[config.mk]
export PLATFORM = sky130hd
export DESIGN_NAME = player_motion_ctrl
export DESIGN_NICKNAME = d
export VERILOG_FILES = /design/src/rtl/player_motion_ctrl.sv
export SDC_FILE = /design/constraint.sdc
export NUM_CORES = 1
export LEC_CHECK = 0
export CAP_MARGIN = 25
export CORE_UTILIZATION = 40
export CTS_CLUSTER_SIZE = 30
export DETAILED_ROUTE_END_ITERATION = 8
export HOLD_SLACK_MARGIN = 0.06
export SYNTH_ARGS = -nofsm -noshare
export SYNTH_HDL_FRONTEND = slang
export SYNTH_SLANG_ARGS = --single-unit
[constraint.sdc]
create_clock -name i_clk -period 3.25 [get_ports i_clk]
set_input_delay 0.8125 -clock i_clk [delete_from_list [all_inputs] [get_ports i_clk]]
set_output_delay 0.8125 -clock i_clk [all_outputs]
set_load 0.005 [all_outputs]
[src/rtl/player_motion_ctrl.sv]
// player_motion_ctrl: per-player frame-driven motion/action sequencer (walk, jump arc,
// squat, shield energy, fire cooldown). Define PLAYER_DOUBLE_JUMP_EN to allow one air jump per airtime.
module player_motion_ctrl #(
    parameter logic [3:0] BASE_ID    = 4'd1,
    parameter int         INIT_X     = -500,
    parameter bit         FACE_RIGHT = 1'b1,
    parameter int         STEP       = 4,
    parameter int         JUMP_V     = 20,
    parameter int         MAX_H      = 80,
    parameter int         LIM_X      = 600,
    parameter int         GRAV       = 2,
    parameter int         SHIELD_MAX = 60,
    parameter int         COOLDOWN   = 15
) (
    input  logic        i_clk,
    input  logic        i_rst_n,
    input  logic        i_game_en,
    input  logic        i_frame_tick,
    input  logic        i_left,
    input  logic        i_right,
    input  logic        i_jump,
    input  logic        i_squat,
    input  logic        i_shield,
    input  logic        i_fire,
    output logic [10:0] o_x,
    output logic [7:0]  o_y,
    output logic [3:0]  o_object_id,
    output logic        o_fire,
    output logic        o_bullet_dir,
    output logic [6:0]  o_shield_energy
);
    typedef enum logic [2:0] {
        ST_GROUND,
        ST_SQUAT,
        ST_SHIELD,
        ST_RISE,
        ST_FALL
    } state_t;

    localparam logic signed [10:0] X_INIT  = 11'(INIT_X);
    localparam logic signed [11:0] X_LIM_P = 12'(LIM_X);
    localparam logic signed [11:0] X_LIM_N = 12'(-LIM_X);
    localparam logic signed [11:0] X_STEP  = 12'(STEP);
    localparam logic signed [8:0]  V_JUMP  = 9'(JUMP_V);
    localparam logic signed [8:0]  V_GRAV  = 9'(GRAV);
    localparam logic signed [8:0]  Y_MAX   = 9'(MAX_H);
    localparam logic [6:0]         E_MAX   = 7'(SHIELD_MAX);
    localparam logic [6:0]         E_HALF  = 7'(SHIELD_MAX / 2);
    localparam logic [7:0]         CD_MAX  = 8'(COOLDOWN);

    state_t             state_reg, state_next;
    logic signed [10:0] x_reg, x_next;
    logic [7:0]         y_reg, y_next;
    logic signed [8:0]  vy_reg, vy_next;
    logic [6:0]         energy_reg, energy_next;
    logic               lockout_reg, lockout_next;
    logic [7:0]         cooldown_reg, cooldown_next;
    logic               fire_reg, fire_next;
    logic [3:0]         id_reg, id_next;
`ifdef PLAYER_DOUBLE_JUMP_EN
    logic               jump_prev_reg, jump_prev_next;
    logic               air_jump_reg, air_jump_next;
`endif

    logic signed [11:0] x_wide;
    logic signed [8:0]  y_wide;
    logic signed [8:0]  vy_wide;
    logic               moving;

    always_comb begin
        state_next    = state_reg;
        x_next        = x_reg;
        y_next        = y_reg;
        vy_next       = vy_reg;
        energy_next   = energy_reg;
        lockout_next  = lockout_reg;
        cooldown_next = cooldown_reg;
        fire_next     = 1'b0;
        id_next       = id_reg;
        x_wide        = {x_reg[10], x_reg};
        y_wide        = '0;
        vy_wide       = vy_reg;
        moving        = 1'b0;
`ifdef PLAYER_DOUBLE_JUMP_EN
        jump_prev_next = jump_prev_reg;
        air_jump_next  = air_jump_reg;
`endif
        if (i_frame_tick) begin
            // Energy follows the state held going into this tick.
            if (state_reg == ST_SHIELD) begin
                if (energy_reg != 7'd0) begin
                    energy_next = energy_reg - 7'd1;
                end
            end else if (energy_reg < E_MAX) begin
                energy_next = energy_reg + 7'd1;
            end
            lockout_next = lockout_reg && (energy_next < E_HALF);

            case (state_reg)
                ST_RISE, ST_FALL: begin
`ifdef PLAYER_DOUBLE_JUMP_EN
                    if (i_jump && !jump_prev_reg && !air_jump_reg) begin
                        state_next    = ST_RISE;
                        vy_next       = V_JUMP;
                        air_jump_next = 1'b1;
                    end else
`endif
                    if (state_reg == ST_RISE) begin
                        y_wide = $signed({1'b0, y_reg}) + vy_reg;
                        if (y_wide > Y_MAX) begin
                            y_wide = Y_MAX;
                        end
                        vy_wide = vy_reg - V_GRAV;
                        y_next  = y_wide[7:0];
                        if (y_wide == Y_MAX || vy_wide <= 9'sd0) begin
                            state_next = ST_FALL;
                            vy_next    = '0;
                        end else begin
                            vy_next = vy_wide;
                        end
                    end else begin
                        vy_wide = vy_reg + V_GRAV;
                        y_wide  = $signed({1'b0, y_reg}) - vy_wide;
                        if (y_wide <= 9'sd0) begin
                            y_next     = 8'd0;
                            vy_next    = '0;
                            state_next = ST_GROUND;
`ifdef PLAYER_DOUBLE_JUMP_EN
                            air_jump_next = 1'b0;
`endif
                        end else begin
                            y_next  = y_wide[7:0];
                            vy_next = vy_wide;
                        end
                    end
                end
                default: begin
                    // Draining the last unit of energy overrides any held request.
                    if (state_reg == ST_SHIELD && energy_next == 7'd0) begin
                        state_next   = ST_GROUND;
                        lockout_next = 1'b1;
                    end else if (i_shield && energy_reg != 7'd0 && !lockout_reg) begin
                        state_next = ST_SHIELD;
                    end else if (i_squat) begin
                        state_next = ST_SQUAT;
                    end else if (i_jump) begin
                        state_next = ST_RISE;
                        vy_next    = V_JUMP;
                    end else begin
                        state_next = ST_GROUND;
                    end
                end
            endcase

            moving = (state_next != ST_SQUAT) && (state_next != ST_SHIELD);
            if (moving && i_left && !i_right) begin
                x_wide = x_wide - X_STEP;
            end else if (moving && i_right && !i_left) begin
                x_wide = x_wide + X_STEP;
            end
            if (x_wide > X_LIM_P) begin
                x_wide = X_LIM_P;
            end else if (x_wide < X_LIM_N) begin
                x_wide = X_LIM_N;
            end
            x_next = x_wide[10:0];

            if (cooldown_reg != 8'd0) begin
                cooldown_next = cooldown_reg - 8'd1;
            end else if (i_fire && state_next != ST_SHIELD) begin
                fire_next     = 1'b1;
                cooldown_next = CD_MAX;
            end

            case (state_next)
                ST_SHIELD: id_next = BASE_ID + 4'd1;
                ST_SQUAT:  id_next = BASE_ID + 4'd2;
                default:   id_next = BASE_ID;
            endcase
`ifdef PLAYER_DOUBLE_JUMP_EN
            jump_prev_next = i_jump;
`endif
        end
    end

    always_ff @(posedge i_clk or negedge i_rst_n) begin
        if (!i_rst_n) begin
            state_reg    <= ST_GROUND;
            x_reg        <= X_INIT;
            y_reg        <= 8'd0;
            vy_reg       <= '0;
            energy_reg   <= E_MAX;
            lockout_reg  <= 1'b0;
            cooldown_reg <= 8'd0;
            fire_reg     <= 1'b0;
            id_reg       <= BASE_ID;
`ifdef PLAYER_DOUBLE_JUMP_EN
            jump_prev_reg <= 1'b0;
            air_jump_reg  <= 1'b0;
`endif
        end else if (!i_game_en) begin
            state_reg    <= ST_GROUND;
            x_reg        <= X_INIT;
            y_reg        <= 8'd0;
            vy_reg       <= '0;
            energy_reg   <= E_MAX;
            lockout_reg  <= 1'b0;
            cooldown_reg <= 8'd0;
            fire_reg     <= 1'b0;
            id_reg       <= BASE_ID;
`ifdef PLAYER_DOUBLE_JUMP_EN
            jump_prev_reg <= 1'b0;
            air_jump_reg  <= 1'b0;
`endif
        end else begin
            state_reg    <= state_next;
            x_reg        <= x_next;
            y_reg        <= y_next;
            vy_reg       <= vy_next;
            energy_reg   <= energy_next;
            lockout_reg  <= lockout_next;
            cooldown_reg <= cooldown_next;
            fire_reg     <= fire_next;
            id_reg       <= id_next;
`ifdef PLAYER_DOUBLE_JUMP_EN
            jump_prev_reg <= jump_prev_next;
            air_jump_reg  <= air_jump_next;
`endif
        end
    end

    assign o_x             = x_reg;
    assign o_y             = y_reg;
    assign o_object_id     = id_reg;
    assign o_fire          = fire_reg;
    assign o_bullet_dir    = FACE_RIGHT;
    assign o_shield_energy = energy_reg;

endmodule

## After elaboration in Yosys (flattened, before gate mapping)

Index checks and enable logic that the tools add are counted.

| storage, ports and cells | value |
|---|---|
| bits in registers | 52 |
| input bits | 10 |
| output and inout bits | 32 |
| logic and storage cells | 119 |

| operators by class | value |
|---|---|
| add/subtract/negate cells | 9 |
| equality and inequality tests | 15 |
| magnitude comparators | 7 |
| reductions and logical operators | 21 |
| muxes and demuxes | 58 |

Operators by type and width:

| kind | count |
|---|---|
| $mux W9 | 14 |
| $mux W8 | 9 |
| $mux W11 | 4 |
| $mux W7 | 6 |
| $mux W12 | 3 |
| $mux W3 | 7 |
| $le A9 B1 Y1 const B | 2 |
| $add A11 B4 Y12 const B | 1 |
| $gt A12 B11 Y1 const B | 1 |
| $lt A12 B11 Y1 const B | 1 |
| $ne A3 B2 Y1 const B | 4 |
| $sub A11 B4 Y12 const B | 1 |
| $logic_and A1 B1 Y1 | 10 |
| $add A9 B3 Y9 const B | 1 |
| $add A9 B9 Y9 | 1 |
| $eq A3 B2 Y1 const B | 3 |
| $eq A9 B8 Y1 const B | 1 |
| $gt A9 B8 Y1 const B | 1 |
| $ne A3 B1 Y1 const B | 3 |
| $sub A9 B3 Y9 const B | 1 |
| $sub A9 B9 Y9 | 1 |
| $mux W1 | 8 |
| $mux W2 | 4 |
| $mux W4 | 2 |
| other kinds (17) | 21 |

## Longest topological paths before layout

Gate-level depths: netlist of the first run.

| logic depth | value |
|---|---|
| word-level depth | 24 |
| depth in mapped cells | 14 |
| depth with buffers taken out | 14 |

## Least setup slack after synthesis of the first run

No wires, ideal clock.

| timing | value |
|---|---|
| kind | reg-to-reg |
| start | register vy_reg[1] |
| end | register vy_reg[6] |
| clock period less this slack | 3.301 ns |
| required time | 3.129 ns |
| stages on the path, launching flop included | 15 |
| setup time | 0.121 ns |
| slack | -0.051 ns |
| path buffers | 0 |
| arrival time | 3.180 ns |
| cells stage by stage | dfrtp_1 inv_1 ha_1 inv_1 ha_1 a21o_1 a21oi_1 o21bai_1 a21oi_1 xor2_1 nand4_1 o31ai_1 a21boi_1 a31o_2 a22o_1 |

| on the way | value |
|---|---|
| cells in the longest elaborated chain, start to end | 13 |
| elaborated cells on any way between the ends | 19 |
| classes of those cells | add/sub: 4; order compare: 3; eq/ne: 1; mux: 10; reduce/logical: 1 |

Ends and longest elaborated chain:

| element | RTL line | RTL |
|---|---|---|
| from (decl) | 54 | `logic signed [8:0] vy_reg, vy_next;` |
| from (signal assigned) | 219 | `vy_reg <= vy_next;` |
| $add A9 B9 Y9 | 109 | `y_wide = $signed({1'b0, y_reg}) + vy_reg;` |
| $gt A9 B8 Y1 | 110 | `if (y_wide > Y_MAX) begin` |
| $mux W9 | 110 |  |
| $mux W9 | 108 | `if (state_reg == ST_RISE) begin` |
| $mux W9 | 99 | `case (state_reg)` |
| $mux W9 | 88 | `if (i_frame_tick) begin` |
| $eq A9 B8 Y1 | 115 | `if (y_wide == Y_MAX \|\| vy_wide <= 9'sd0) begin` |
| $logic_or A1 B1 Y1 | 115 |  |
| $mux W9 | 115 |  |
| $mux W9 * | 108 |  |
| $mux W9 * | 99 |  |
| $mux W9 * | 88 |  |
| $mux W9 * | 201 | `end else if (!i_game_en) begin` |

Every way passes the cells marked *; elsewhere a longest branch is shown, timed or not. The select of a mux whose other input is x is not followed.
A chain may end at the register's enable or synchronous reset.

## Final worst setup path of the first run

| timing | value |
|---|---|
| start | input port i_right |
| end | register x_reg[4], in the netlist o_x[4] |

| on the way | value |
|---|---|
| cells in the longest elaborated chain, start to end | 10 |
| elaborated cells on any way between the ends | 13 |
| classes of those cells | order compare: 2; mux: 7; reduce/logical: 4 |

Ends and longest elaborated chain:

| element | RTL line | RTL |
|---|---|---|
| from (decl) | 20 | `input logic i_right,` |
| $logic_and A1 B1 Y1 (2 in series) | 158 | `end else if (moving && i_right && !i_left) begin` |
| $mux W12 | 158 |  |
| $mux W12 * | 156 | `if (moving && i_left && !i_right) begin` |
| $mux W12 * | 88 |  |
| $lt A12 B11 Y1 | 163 | `end else if (x_wide < X_LIM_N) begin` |
| $mux W11 | 163 |  |
| $mux W11 * | 161 | `if (x_wide > X_LIM_P) begin` |
| $mux W11 * | 88 |  |
| $mux W11 * | 201 |  |
| to (signal assigned) | 217 | `x_reg <= x_next;` |
| to (decl) | 52 | `logic signed [10:0] x_reg, x_next;` |

Marked as above.

==> impl_metrics.json, run 1 <==
{
  "nets": 688,
  "largest_reg_flops": 9,
  "p_int_mw": 1.17,
  "die_area_mm2": 0.0112,
  "syn_area_per_cell_um2": 7.81,
  "outcome": "finished, final reports clean",
  "slowest_delay_ps": 370,
  "areaGrowthSynthToFinish_pct": 31.7,
  "fin_util_pct": 54.7,
  "maxSlewHeadroom_pct": 46.4,
  "drtAntennaViolNets": 0,
  "final.period_utilization_pct": 98.4,
  "drive_gt1_share_pct": 23.3,
  "wire_per_inst_um": 16.9,
  "cts_sinks": 47,
  "rsz0062_at_grt": "yes",
  "dr.pass1.iters": 4,
  "fp.coreArea_mm2": 0.0104,
  "wl_met1_um": 5870,
  "wl_um": 13400,
  "yosys_warnings": 0,
  "crit_path_end_kind": "flip-flop",
  "first_global_vias": 4454,
  "final_max_slew_viol_count": 0,
  "pwr-share-seq_pct": 38.4,
  "globalRouteTotalUtil_pct": 24.4,
  "dr_wl_met2_um": 6350,
  "p_per_area_mw_per_mm2": 327,
  "tightestPinTransition_ps": 804,
  "antenna_found_initial": 0,
  "clk_latency_ps": 310,
  "io_pins": 42,
  "grt_first_pass_wirelength_um": 21900,
  "critical_path_class": "in2reg",
  "layout_min_cycle_time_ps": 3200,
  "drv_cap": 0,
  "routed.top_layer": "met4",
  "syn-cell-area_mm2": 0.00432,
  "switching_power_uw": 695,
  "cts_tree": "done",
  "avgViaCountPerCell": 5.80,
  "clock-skew-final_ps": 10.8,
  "hold_class": "in2async",
  "die_height_um": 106,
  "cp.arrival_ps": 3400,
  "setup_viol": 0,
  "overflow": 0,
  "num-fill-cells": 1006,
  "switching_share_pct": 37.3,
  "grt_max_degree": 44,
  "wl_met3_um": 828,
  "diodes": 0,
  "cp.buffers_inverters": 1,
  "p_leak_nw": 2.43,
  "path_clk_slew_ps": 100,
  "ctsLongestPathBuffers": 2,
  "crit_chain": "dlygate4sd2_1, nand2b_4, or3_4, or3_4, o32ai_4, o21ai_2, xor2_2, o311ai_4, a31oi_4, nor3b_1, a211o_1",
  "cpMostUsedCell": "or3_4",
  "crit_start": "i_right",
  "critPathSlowestCell": "or3_4",
  "place_inst": 764,
  "drc_errors": 0,
  "place.gp.congestion": 0.955,
  "synth-main-ff-cell": "dfrtp_1",
  "port_buffers": 36,
  "max_freq_mhz": 313,
  "worstRegToRegCells": 13,
  "clkPwrFrac_pct": 20.6,
  "cp_top_family": "compound AO/OA/AOI/OAI gates",
  "final_cells": 792,
  "synth_edf_count": 0,
  "clock_tree.htree_level_count": 2,
  "hold_violations": 0,
  "cts_made_buffers": 5,
  "row_count": 37,
  "cp_max_fo": 7,
  "hpwl_um": 9630,
  "drt_first_iter_violations": 333,
  "initial_core_util_pct": 41.5,
  "vias": 4591,
  "power_frac_comb_pct": 41.0,
  "synth_seq_cells": 47,
  "worstSetupStartpointType": "input port",
  "cts-root-buf": "clkbuf_8",
  "cp.required_ps": 3450,
  "whs_ps": 318,
  "ys_seq_area_share_pct": 27.5,
  "synthArstFlopShare_pct": 100,
  "chipWidth_um": 106,
  "r2r_start": "o_shield_energy[1]$_DFFE_PN0P_",
  "irDropWorstVdd_mv": 0.219,
  "r2r_slack_ps": 70,
  "hold_buffers": 0,
  "netlist_instances": 554,
  "synth.distinct_cells": 78,
  "r2r-end": "o_x[3]$_DFFE_PN1P_"
}
## Yosys cell counts (3+ instances only)
cell type   n  share of area [%]
a211o_1     3               0.61
a211oi_1    4               0.69
a21o_1      4               0.69
a21oi_1    36                4.2
a22o_1      3               0.61
a311oi_1    3               0.61
a31oi_1    10                1.4
a32o_1      4               0.93
and3_1     10                1.4
buf_4       5               0.87
buf_6       3               0.78
clkbuf_1   18                1.6
dfrtp_1    38                 22
dfstp_2     9                5.5
ha_1       22                6.4
inv_1      21                1.8
mux2i_1     5                1.2
nand2_1    64                5.6
nand2b_1   13                1.9
nand3_1    12                1.4
nand4_1    10                1.4
nand4b_1    3               0.61
nor2_1     60                5.2
nor2b_1    10                1.4
nor3_1     20                2.3
nor3b_1     4               0.69
o211ai_1    3               0.52
o21ai_0    35                4.1
o21ai_1     4               0.46
o21bai_1    4               0.69
o221ai_1    7                1.4
o22ai_1     5               0.72
o31a_1      4               0.81
o31ai_1     7                1.2
or3_1       8                1.2
xnor2_1    14                2.8
xor2_1     17                3.4
## placed cells by master (no fill, tap or decap), drive strengths merged, types with 4 or more instances in the layout
cell type / instances
ha: 22
nor3b: 5
o31a: 4
a32o: 4
clkdlybuf4s50: 33
o221ai: 7
a211oi: 4
nand2b: 13
dfrtp: 38
o21bai: 4
xor2: 17
nand4: 10
o21ai: 40
and3: 10
mux2i: 5
xnor2: 15
or3: 8
a21o: 4
inv: 21
clkbuf: 7
a21oi: 36
buf: 83
o22ai: 6
nor2: 61
nor3: 21
dfstp: 9
o31ai: 7
a31oi: 11
conb: 6
nand3: 12
nor2b: 10
nand2: 64
## worst max-delay path by stage
stage	endpoint	cells past startpoint	slack (ps)
finish	o_x[4]$_DFFE_PN0P_	11	50
global route	o_x[3]$_DFFE_PN1P_	13	-90
CTS	o_x[9]$_DFFE_PN1P_	13	5
detailed placement	o_x[3]$_DFFE_PN1P_	12	-490
global placement	o_x[9]$_DFFE_PN1P_	11	-440
floorplan	o_x[9]$_DFFE_PN1P_	10	5
## what timing repair did
item,4_1_cts,5_1_grt
setup buffers,6,14
setup endpoints to repair,13,26
pin swaps,7,18
hold endpoints to repair,0,0
cloned,1,0
gates resized for setup,18,38
## layer usage
| metal | GRT usage, % | vias to the layer above |
|---|---|---|
| met4 | 8.73 | 0 |
| met2 | 40.0 | 169 |
| li1 | - | 2206 |
| met5 | 0 | - |
| met3 | 3.19 | 29 |
| met1 | 33.1 | 2187 |
## logic make-up (layout without fill, tap and decap cells)
logic type | after synthesis | count (layout) | synth area share, %
adders and majority gates | 23 | 23 | 6.83
buffers and inverters | 52 | 149 | 5.53
other | 2 | 6 | 0.174
AOI/OAI and AO/OA | 159 | 159 | 25.1
muxes | 7 | 7 | 1.68
xor gates and xnor gates | 32 | 32 | 6.66
DFF | 47 | 47 | 27.5
and+or+nand+nor | 232 | 233 | 26.6
## final cells by class
| cell class | instances | area, um^2 | share of cell area [%] |
|---|---|---|---|
| tap | 136 | 170 | 2.99 |
| clock inverter | 1 | 8.76 | 0.154 |
| inverter | 23 | 86.3 | 1.52 |
| multi-input combinational | 460 | 3160 | 55.5 |
| sequential | 47 | 1190 | 20.9 |
| timing repair buffer | 118 | 992 | 17.4 |
| clock buffer | 7 | 86.3 | 1.52 |
## per-stage QoR
step	cell area [um^2]	power (mW)	setup slack, ps	setup TNS [ps]
2_1_floorplan	4340	1.18	5.39	0
3_3_place_gp	5200	1.40	-436	-2720
3_5_place_dp	5200	1.42	-487	-3070
4_1_cts	5450	1.83	5.43	0
5_1_grt	5690	2.00	-90.6	-212
6_report	5690	1.86	50.8	0
## power groups by stage
stage / Clock [mW] / Sequential [mW] / Combinational [mW]
floorplan: 0 / 0.715 / 0.463
global placement: 0 / 0.719 / 0.685
detailed placement: 0 / 0.721 / 0.700
CTS: 0.403 / 0.711 / 0.713
global route: 0.427 / 0.729 / 0.846
finish: 0.384 / 0.715 / 0.763
Power figures use the tool's default switching activity.
==> inputs of run 2 (changes only) <==
==> constraint.sdc (replaced) <==
create_clock -name i_clk -period 3.69 [get_ports i_clk]
set_input_delay 0.9225 -clock i_clk [delete_from_list [all_inputs] [get_ports i_clk]]
set_output_delay 0.9225 -clock i_clk [all_outputs]
set_load 0.005 [all_outputs]
==> impl_metrics.json, run 2 (same netlist as run 1, synthesis figures left out) <==
{
  "outcome": "finished, final reports clean",
  "drive_gt1_share_pct": 11.4,
  "r2r-end": "o_x[3]$_DFFE_PN1P_",
  "drtAntennaViolNets": 0,
  "first_global_vias": 4092,
  "die_area_mm2": 0.0112,
  "hpwl_um": 9140,
  "final.period_utilization_pct": 93.9,
  "cp.arrival_ps": 3710,
  "irDropWorstVdd_mv": 0.367,
  "whs_ps": 532,
  "cts_tree": "done",
  "drt_first_iter_violations": 281,
  "fp.coreArea_mm2": 0.0104,
  "chipWidth_um": 106,
  "worstRegToRegCells": 14,
  "use_met1_pct": 30.7,
  "grtUsageMet2_pct": 36.8,
  "tightestPinTransition_ps": 770,
  "nets": 637,
  "min-delay-start": "o_object_id[0]$_DFFE_PN1P_",
  "dr.pass1.iters": 4,
  "final_common_cell": "nand2_1",
  "io_pins": 42,
  "r2r_start": "o_shield_energy[0]$_DFFE_PN0P_",
  "cp.required_ps": 3930,
  "drc_errors": 0,
  "areaGrowthSynthToFinish_pct": 17.3,
  "grt_max_degree": 25,
  "path_clk_slew_ps": 100,
  "rsz0062_at_grt": "no",
  "final_cell_mix": "nand2_1 (64), nor2_1 (60), dfrtp_1 (38), a21oi_1 (36)",
  "whs_path_depth": 2,
  "crit_path_end_kind": "flip-flop",
  "globalRouteTotalUtil_pct": 22.1,
  "drv_cap": 0,
  "clock_tree.htree_level_count": 2,
  "diodes": 0,
  "wl_um": 12200,
  "port_buffers": 36,
  "row_count": 37,
  "critical_path_class": "in2reg",
  "ctsLongestPathBuffers": 2,
  "place_inst": 732,
  "max_freq_mhz": 289,
  "final_cells": 741,
  "num-fill-cells": 1053,
  "largest_reg_flops": 9,
  "vias": 4328,
  "r2r_slack_ps": 260,
  "cts_made_buffers": 5,
  "maxSlewHeadroom_pct": 48.7,
  "wire_per_inst_um": 16.4,
  "final_max_slew_viol_count": 0,
  "tns_ps": 0,
  "initial_core_util_pct": 41.5,
  "cts_sinks": 47,
  "die_height_um": 106,
  "layout_min_cycle_time_ps": 3470,
  "grt-busiest-layer": "met2",
  "overflow": 0,
  "clk_latency_ps": 320,
  "worstSetupStartpointType": "input port",
  "grt_first_pass_wirelength_um": 20100,
  "fin_util_pct": 48.7,
  "use_met3_pct": 2.33,
  "p_leak_nw": 2.13,
  "cp_max_fo": 7,
  "hold_class": "reg2reg",
  "p_per_area_mw_per_mm2": 307,
  "clock-skew-final_ps": 9.90,
  "avgViaCountPerCell": 5.84,
  "cts-root-buf": "clkbuf_8",
  "hold_violations": 0,
  "place.gp.congestion": 0.986,
  "setup_viol": 0,
  "hold_buffers": 0,
  "min_to": "o_object_id[0]$_DFFE_PN1P_",
  "antenna_found_initial": 0
}
## run 2: critical path: stages
cell and delay (ps):
clkdlybuf4s50_1 420, nand2b_1 160, or3_1 320, or3_1 350
o32ai_2 290, o21ai_2 120, xor2_2 190, o21ai_1 160
a31oi_4 310, nor2_2 70, a2111o_1 380
## run 2: worst max-delay path by stage
stage | to | cells after the start | from
4_1_cts | o_x[9]$_DFFE_PN1P_ | 11 | i_right
3_5_place_dp | o_x[9]$_DFFE_PN1P_ | 11 | i_right
5_1_grt | o_x[9]$_DFFE_PN1P_ | 11 | i_right
3_3_place_gp | o_x[9]$_DFFE_PN1P_ | 11 | i_right
6_report | o_x[9]$_DFFE_PN1P_ | 11 | i_right
2_1_floorplan | o_x[9]$_DFFE_PN1P_ | 10 | i_right
## run 2: routing by layer
layer,wire length (um),vias to the layer above,part of all wire (%)
met3,452,11,3.7
met2,5730,119,47
met5,0,-,0
met1,5850,2091,48
met4,155,0,1.3
li1,-,2107,-
## run 2: repair_timing
| item | CTS | global route |
|---|---|---|
| setup buffers | 0 | 1 |
| endpoints found under the setup margin | 0 | 10 |
| gates resized for setup | 0 | 4 |
## run 2: area by class of cell
type	count	area [um^2]	area share, %
inverters	23	86.3	1.70
flip-flops and latches	47	1190	23.4
clock buffers	5	68.8	1.36
multi-input cells	459	2940	58.0
well taps	136	170	3.35
clock inverters	3	23.8	0.469
repair buffers	68	596	11.7
## run 2: through the flow
stage               instance area [um^2]  total power [mW]  setup WS, ps
floorplan                           4340              1.04           310
global placement                    4940              1.20          -109
detailed placement                  4940              1.22          -183
CTS                                 5040              1.57           142
global route                        5070              1.67          17.4
finish                              5070              1.56           225
## run 2: power by group
group / internal (mW) / switching, mW / total [mW]
clock: 0.136 / 0.206 / 0.342
combinational: 0.248 / 0.333 / 0.582
sequential: 0.571 / 0.0640 / 0.635
